==> src/rtl/aes_bist_ctrl.sv <==
// AES BIST sequencer: arms the BIST wrapper, runs the LFSRs/MISR for a
// fixed number of cycles and counts DONE pulses. It then captures the MISR
// signature and grades it against the golden value.
module aes_bist_ctrl #(
  parameter int         RUN_CYCLES = 1024,
  parameter int         MIN_BLOCKS = 1,
  parameter logic [7:0] GOLDEN_SIG = 8'hC0,
  parameter int         CNT_W      = 16
) (
  input  logic             clk,
  input  logic             rst,
  input  logic             start,
  input  logic             abort,
  input  logic [7:0]       bist_d_out,
  input  logic             bist_done,
  output logic             is_bist,
  output logic             en_lsfr_misr,
  output logic             busy,
  output logic             finish,
  output logic             pass,
  output logic             fail,
  output logic             blk_short,
  output logic [7:0]       sig_out,
  output logic [CNT_W-1:0] blk_cnt
);

  localparam logic [CNT_W-1:0] RUN_LAST = CNT_W'(RUN_CYCLES - 1);
  localparam logic [CNT_W-1:0] MIN_BLK  = CNT_W'(MIN_BLOCKS);

  typedef enum logic [2:0] {
    IDLE    = 3'd0,
    ARM     = 3'd1,
    RUN     = 3'd2,
    CAPTURE = 3'd3,
    RESULT  = 3'd4
  } state_t;

  state_t           state;
  logic [CNT_W-1:0] cyc_cnt;

  // Block counter increment that sticks at all-ones instead of wrapping.
  function automatic logic [CNT_W-1:0] sat_inc(input logic [CNT_W-1:0] v);
    if (v == {CNT_W{1'b1}}) return v;
    return v + 1'b1;
  endfunction

  // Grade a finished run: signature must match and enough blocks must have completed.
  function automatic logic run_ok(input logic [7:0] sig, input logic [CNT_W-1:0] blks);
    return (sig == GOLDEN_SIG) && (blks >= MIN_BLK);
  endfunction

  // Sequencer FSM; every output is a register updated on state transitions.
  always_ff @(posedge clk or negedge rst) begin
    if (!rst) begin
      state        <= IDLE;
      cyc_cnt      <= '0;
      is_bist      <= 1'b0;
      en_lsfr_misr <= 1'b0;
      busy         <= 1'b0;
      finish       <= 1'b0;
      pass         <= 1'b0;
      fail         <= 1'b0;
      blk_short    <= 1'b0;
      sig_out      <= '0;
      blk_cnt      <= '0;
    end else begin
      finish <= 1'b0;
      case (state)
        IDLE: begin
          // abort outranks a simultaneous start
          if (start && !abort) begin
            state     <= ARM;
            is_bist   <= 1'b1;
            busy      <= 1'b1;
            pass      <= 1'b0;
            fail      <= 1'b0;
            blk_short <= 1'b0;
            blk_cnt   <= '0;
            cyc_cnt   <= '0;
          end
        end
        ARM: begin
          // one cycle with the mux switched before the LFSRs start moving
          if (abort) begin
            state        <= IDLE;
            is_bist      <= 1'b0;
            en_lsfr_misr <= 1'b0;
            busy         <= 1'b0;
          end else begin
            state        <= RUN;
            en_lsfr_misr <= 1'b1;
            cyc_cnt      <= '0;
          end
        end
        RUN: begin
          if (abort) begin
            state        <= IDLE;
            is_bist      <= 1'b0;
            en_lsfr_misr <= 1'b0;
            busy         <= 1'b0;
          end else begin
            if (bist_done) blk_cnt <= sat_inc(blk_cnt);
            if (cyc_cnt == RUN_LAST) begin
              state        <= CAPTURE;
              en_lsfr_misr <= 1'b0;
            end else begin
              cyc_cnt <= cyc_cnt + 1'b1;
            end
          end
        end
        CAPTURE: begin
          // MISR is frozen (enable low) so d_out is a stable signature here
          if (abort) begin
            state        <= IDLE;
            is_bist      <= 1'b0;
            en_lsfr_misr <= 1'b0;
            busy         <= 1'b0;
          end else begin
            sig_out <= bist_d_out;
            state   <= RESULT;
          end
        end
        RESULT: begin
          // abort is deliberately ignored: the run has already completed
          finish    <= 1'b1;
          pass      <= run_ok(sig_out, blk_cnt);
          fail      <= !run_ok(sig_out, blk_cnt);
          blk_short <= (blk_cnt < MIN_BLK);
          state     <= IDLE;
          is_bist   <= 1'b0;
          busy      <= 1'b0;
        end
        default: begin
          state        <= IDLE;
          is_bist      <= 1'b0;
          en_lsfr_misr <= 1'b0;
          busy         <= 1'b0;
        end
      endcase
    end
  end

endmodule

==> config.mk <==
export PLATFORM = sky130hd
export DESIGN_NAME = aes_bist_ctrl
export DESIGN_NICKNAME = d
export VERILOG_FILES = /design/src/rtl/aes_bist_ctrl.sv
export SDC_FILE = /design/constraint.sdc
export NUM_CORES = 1
export LEC_CHECK = 0
export ABC_AREA = 0
export CAP_MARGIN = 10
export CORE_AREA = 2 2 85 87
export CTS_CLUSTER_DIAMETER = 50
export DETAILED_ROUTE_END_ITERATION = 6
export DIE_AREA = 0 0 87 89
export SYNTH_ARGS = -nofsm -noshare
export SYNTH_HDL_FRONTEND = slang
export SYNTH_SLANG_ARGS = --single-unit
==> constraint.sdc <==
create_clock -name clk -period 5.97 [get_ports clk]
set_clock_uncertainty 0.05 [all_clocks]
set_input_delay 0.8955 -clock clk [delete_from_list [all_inputs] [get_ports clk]]
set_output_delay 0.8955 -clock clk [all_outputs]
set_load 0.02 [all_outputs]
==> flow_metrics.py, run 1 <==
metrics = {
    "pwr": {
        "combPwrFrac": 0.244,
        "p_per_area_nw_per_um2": 273,
        "pwr-share-clk": 0.293,
        "swShare": 0.322,
        "vdd_drop_max_uv": 148,
        "p_leak_nw": 1.27,
        "p_int_uw": 596,
        "p_sw_uw": 283,
        "sequentialPowerShare": 0.463,
    },
    "yosys": {
        "syn_area_um2": 2630,
        "synthCells": 276,
        "syn-num-nets": 293,
        "yosysTopAreaCell": "dfrtp_1",
        "synth_seq_cells": 49,
        "yosysWarnings": 0,
        "synth_top_area_share": 0.466,
        "ys.flop_type": "dfrtp_1",
        "ys_top_cells_by_area": "dfrtp_1, nand3_1, mux2_2, nand2_1, nor2_1",
        "yosysSeqAreaShare": 0.466,
        "ys_types": 51,
        "async_reset_ff_frac": 1.00,
        "syn_avg_cell_area_um2": 9.52,
        "synth-edff-count": 0,
    },
    "drt": {
        "via_per_inst": 5.59,
        "route.detailed.drc": 0,
        "wl_per_cell_um": 15.5,
        "final_antenna_net_count": 0,
        "drt_first_iter_violations": 140,
        "drt_wl_total_um": 6140,
        "num_vias": 2207,
        "dr.pass1.iters": 4,
    },
    "finish": {
        "diodes": 0,
        "fillers": 652,
        "area_growth_pct": 22.3,
        "final_nets": 331,
        "post-route-util": 0.478,
        "ff_latch_area_um2": 1230,
        "multi_input_area_um2": 1300,
        "layout_commonest_cell": "dfrtp_1",
        "final_cell_mix": "dfrtp_1, clkdlybuf4s50_1, nand2_1, nor2_1, nand3_1",
        "drive_gt1_frac": 0.0952,
    },
    "critical_path": {
        "r2r-end": "cyc_cnt[3]$_DFFE_PN0P_",
        "cp.required_ns": 6.17,
        "critical_path_class": "in2reg",
        "worst_r2r_path_depth": 4,
        "rr_startpoint": "state[1]$_DFFE_PN0P_",
        "end_kind": "register",
        "rrSetupSlack_ns": 3.40,
        "cp_max_fo": 12,
        "critPathArrivalTime_ns": 3.35,
        "start_kind": "primary input",
    },
    "placement": {
        "place_congestion": 0.824,
        "portBuffers": 43,
        "dp_hpwl_um": 4230,
    },
    "clocking": {
        "clkSinkCount": 49,
        "cts-htree-levels": 2,
        "clk_path_buf_depth": 2,
        "cts_root_buffer": "clkbuf_8",
        "clk_latency_ns": 0.32,
        "cts_resized": 0,
        "cts_buffers": 5,
        "cts_tree": "yes",
        "cts_hold_buf": 0,
        "postCtsSetupBuffers": 0,
        "clkSlewWorstSetupHoldPaths_ns": 0.11,
    },
    "global_route": {
        "first_global_vias": 2094,
        "antenna_found_initial": 0,
        "grt_pass1_wl_um": 10300,
        "grt_max_degree": 50,
        "grtUsageTotal": 0.168,
        "grt_overflow": 0,
    },
    "flow_run": {
        "cap_viol_max_count": 0,
    },
    "status": {
        "outcome": "complete, no violations",
    },
    "floorplan": {
        "start_util": 0.391,
        "num_rows": 30,
        "die_w_um": 87,
        "dieArea_um2": 7740,
        "die_y_um": 89,
        "ios": 44,
        "coreArea_um2": 6720,
    },
    "sta": {
        "max_slew_margin": 0.292,
        "fin_setup_tns_ns": 0,
        "rsz0062_at_grt": "false",
        "fmax_ghz": 0.318,
        "finalCritPeriodShare": 0.527,
        "tightest_slew_ns": 1.05,
        "drv_slew": 0,
        "min_period_ns": 3.15,
        "setup_violations": 0,
        "hold_ws_ns": 0.432,
        "hold_viol": 0,
    },
    "worst_hold_path": {
        "holdPathStages": 1,
        "hp-start": "cyc_cnt[9]$_DFFE_PN0P_",
        "holdCritPathClass": "reg2reg",
        "hold_end": "cyc_cnt[9]$_DFFE_PN0P_",
    },
}
how the worst max path moves through the flow:
| stage | endpoint | from |
|---|---|---|
| after floorplan | blk_cnt[11]$_DFFE_PN0P_ | abort |
| after global placement | cyc_cnt[3]$_DFFE_PN0P_ | abort |
| after detailed placement | cyc_cnt[3]$_DFFE_PN0P_ | abort |
| after CTS | cyc_cnt[3]$_DFFE_PN0P_ | abort |
| after global routing | cyc_cnt[3]$_DFFE_PN0P_ | abort |
| final | cyc_cnt[3]$_DFFE_PN0P_ | abort |
power groups by stage:
stage | Combinational [mW] | Sequential (mW) | Clock [mW]
3_5_place_dp | 0.218 | 0.412 | 0
4_1_cts | 0.218 | 0.407 | 0.263
5_1_grt | 0.233 | 0.414 | 0.274
3_3_place_gp | 0.214 | 0.413 | 0
2_1_floorplan | 0.0903 | 0.437 | 0
6_report | 0.215 | 0.407 | 0.257
final cells by class:
cell class	count	share of cell area
clock buffers	5	0.0214
clock inverters	3	0.0148
inverters	9	0.0105
multi-input cells	204	0.404
flip-flops and latches	49	0.381
well taps	80	0.0311
repair buffers	45	0.137
state kept, by name, summed over array words and instances (netlist names):
signal,cells
en_lsfr_misr,1
finish,1
fail,1
busy,1
sig_out,8
cyc_cnt,16
blk_short,1
blk_cnt,16
state,3
pass,1
logic make-up after synthesis:
family / Yosys count / synth area share
and+or+nand+nor: 124 / 0.251
adders and majority gates: 4 / 0.0190
xor gates and xnor gates: 8 / 0.0267
AOI/OAI and AO/OA: 57 / 0.150
buffers and inverters: 23 / 0.0400
DFF: 49 / 0.466
muxes: 11 / 0.0462
cells in the mapped netlist (all sizes together) (5+ instances only):
| master | instances |
|---|---|
| a31oi | 12 |
| inv | 9 |
| nor3 | 8 |
| nand4 | 8 |
| or4 | 5 |
| dfrtp | 49 |
| nor2 | 22 |
| buf | 9 |
| a21oi | 10 |
| and3 | 5 |
| mux2 | 9 |
| nand3 | 23 |
| nand2 | 27 |
| o21ai | 17 |
| nor4 | 7 |
| clkbuf | 5 |
worst max-delay path: stages:
cell and delay [ns]:
clkdlybuf4s50_1 0.59, nor4b_2 0.63, o21ai_0 0.56, or4_1 0.60
nand2_1 0.07
metrics by stage:
stage / cell area (µm²) / std cells / worst slack, ns / power [mW]
final: 3210 / 395 / 2.82 / 0.879
after global routing: 3210 / 395 / 2.54 / 0.921
after CTS: 3210 / 395 / 2.82 / 0.888
after detailed placement: 3100 / 387 / 2.48 / 0.630
after global placement: 3100 / 387 / 2.56 / 0.627
after floorplan: 2630 / 276 / 3.44 / 0.527
metal layers:
metal	global-route usage	routed length, µm
met1	0.237	3000
met2	0.257	2800
met3	0.0416	272
met4	0.0511	65
met5	0	0
Note: power is estimated with default switching activity, not from simulation.
==> run 2: changes to the inputs <==
==> constraint.sdc (replaced) <==
create_clock -name clk -period 2.65 [get_ports clk]
set_clock_uncertainty 0.05 [all_clocks]
set_input_delay 0.3975 -clock clk [delete_from_list [all_inputs] [get_ports clk]]
set_output_delay 0.3975 -clock clk [all_outputs]
set_load 0.02 [all_outputs]
==> run 2 against run 1 <==
- utilization rose by 0.73 points
- final cell count rose by 2.3%
- die area did not move
- hold slack got worse by 0.45 ns
- clock-buffer cell count did not move
- clock power rose by 88%
- the flow now finishes with violations (hold timing)
- global-route usage rose by 0.26 points
- sequential share of layout area fell by 0.57 points
- non-clock buffer count rose by 9
==> flow_metrics.py, run 2 (synthesis results as in run 1) <==
metrics = {
    "global_route": {
        "grt_max_degree": 31,
        "grt_pass1_wl_um": 10600,
        "first_global_vias": 2257,
        "grt_overflow": 0,
        "grtUsageTotal": 0.171,
        "antenna_found_initial": 0,
    },
    "clocking": {
        "cts_hold_buf": 0,
        "clk_latency_ns": 0.31,
        "cts_root_buffer": "clkbuf_8",
        "cts_tree": "yes",
        "cts_buffers": 5,
        "postCtsSetupBuffers": 0,
        "cts-htree-levels": 2,
        "clkSlewWorstSetupHoldPaths_ns": 0.11,
        "cts_resized": 0,
        "clkSinkCount": 49,
        "clk_path_buf_depth": 2,
    },
    "floorplan": {
        "ios": 44,
        "dieArea_um2": 7740,
        "num_rows": 30,
        "die_w_um": 87,
        "coreArea_um2": 6720,
        "die_y_um": 89,
        "start_util": 0.391,
    },
    "drt": {
        "num_vias": 2285,
        "route.detailed.drc": 0,
        "wl_per_cell_um": 15.5,
        "final_antenna_net_count": 0,
        "dr.pass1.iters": 4,
        "drt_first_iter_violations": 97,
        "via_per_inst": 5.66,
        "drt_wl_total_um": 6250,
    },
    "finish": {
        "diodes": 0,
        "layout_commonest_cell": "dfrtp_1",
        "area_growth_pct": 24.1,
        "final_nets": 340,
        "drive_gt1_frac": 0.120,
        "largest_registers": "blk_cnt x16, cyc_cnt x16, sig_out x8",
        "final_area_um2": 3260,
        "final_cell_mix": "dfrtp_1, clkdlybuf4s50_1, nand2_1, nor2_1, nand3_1",
    },
    "pwr": {
        "combPwrFrac": 0.271,
        "p_leak_nw": 1.31,
        "pwr-share-clk": 0.254,
        "p_int_mw": 1.27,
        "sequentialPowerShare": 0.475,
        "p_per_area_nw_per_um2": 582,
        "p_sw_uw": 631,
        "vdd_drop_max_uv": 313,
        "swShare": 0.332,
    },
    "sta": {
        "hold_ws_ns": -0.0135,
        "drv_slew": 0,
        "fmax_ghz": 0.425,
        "finalCritPeriodShare": 0.887,
        "hold_viol": 11,
        "tightest_slew_ns": 0.490,
        "rsz0062_at_grt": "false",
        "max_slew_margin": 0.673,
        "setup_violations": 0,
        "fin_setup_tns_ns": 0,
        "min_period_ns": 2.35,
    },
    "status": {
        "outcome": "complete, but fails checks",
        "failed_checks": "hold timing",
    },
    "critical_path": {
        "cp_max_fo": 9,
        "critical_path_class": "reg2reg",
        "critPathArrivalTime_ns": 2.49,
        "cp.required_ns": 2.79,
        "start_kind": "register",
        "end_kind": "register",
    },
    "placement": {
        "portBuffers": 43,
        "place_congestion": 0.785,
        "placed_cell_area_um2": 3170,
        "dp_hpwl_um": 4470,
    },
    "flow_run": {
        "cap_viol_max_count": 0,
    },
    "worst_hold_path": {
        "holdCritPathClass": "in2async",
    },
}
[run 2: changes by cell type in the layout (fill, tap and decap cells not counted)]
| cell | delta |
|---|---|
| bufinv_16 | -1 |
| inv_8 | +1 |
| buf_4 | +9 |
[run 2: cell type report]
| class | count | area, µm² |
|---|---|---|
| inverter | 9 | 33.8 |
| multi-input combinational | 204 | 1300 |
| fill | 660 | 3460 |
| sequential | 49 | 1230 |
| tap | 80 | 100 |
| clock buffer | 5 | 68.8 |
| clock inverter | 3 | 28.8 |
| timing repair buffer | 54 | 508 |
[run 2: routing by layer]
layer	track usage	routed length, µm	vias to the layer above
met2	0.282	2960	45
met5	0	0	-
met3	0.0379	237	7
met4	0.0540	58	0
li1	-	-	1105
met1	0.225	3000	1128
[run 2: power by group through the flow]
stage	clock network (mW)	registers (mW)	logic, mW
after floorplan	0	0.984	0.203
after detailed placement	0	0.916	0.519
after global placement	0	0.918	0.512
after CTS	0.498	0.903	0.521
final	0.483	0.902	0.515
after global routing	0.538	0.916	0.561
[run 2: path summary, 6_finish.rpt]
kind	end	slack, ns	cells after the start	from
worst max-delay path	blk_cnt[3]$_DFFE_PN0P_	0.30	6	blk_cnt[1]$_DFFE_PN0P_
worst min-delay path	cyc_cnt[11]$_DFFE_PN0P_	-0.01	1	rst
worst max register to register	blk_cnt[3]$_DFFE_PN0P_	0.30	6	blk_cnt[1]$_DFFE_PN0P_
worst min register to register	cyc_cnt[9]$_DFFE_PN0P_	0.43	1	cyc_cnt[9]$_DFFE_PN0P_
max in group asynchronous	cyc_cnt[4]$_DFFE_PN0P_	1.79	2	rst
min in group clk	cyc_cnt[9]$_DFFE_PN0P_	0.43	1	cyc_cnt[9]$_DFFE_PN0P_
[run 2: critical path: stages, from the launching register on]
cell and delay [ns]:
dfrtp_1 0.46, ha_1 0.26, nand3_1 0.11, or4_1 0.68
o21a_1 0.37, a41oi_1 0.25, a31oi_1 0.06
[run 2: stage by stage]
| step | cells | utilization | hold slack [ns] | power, mW | setup slack (ns) |
|---|---|---|---|---|---|
| after floorplan | 276 | - | 0.0519 | 1.19 | 0.397 |
| after global placement | 396 | 0.471 | 0.338 | 1.43 | 0.173 |
| after detailed placement | 396 | 0.471 | 0.345 | 1.44 | 0.122 |
| after CTS | 404 | 0.486 | 0.00522 | 1.92 | 0.287 |
| after global routing | 404 | 0.486 | 0.0186 | 2.02 | 0.157 |
| final | 404 | 0.486 | -0.0135 | 1.90 | 0.299 |
==> run 3: changes to the inputs <==
--- a/config.mk
+++ b/config.mk
@@ -8,6 +8,7 @@
 export ABC_AREA = 0
 export CAP_MARGIN = 10
 export CORE_AREA = 2 2 85 87
+export CTS_BUF_LIST = sky130_fd_sc_hd__clkbuf_8
 export CTS_CLUSTER_DIAMETER = 50
 export DETAILED_ROUTE_END_ITERATION = 6
 export DIE_AREA = 0 0 87 89
==> results of run 3 <==
Same layout as run 2: the final DEF is identical, and so are final timing and power.
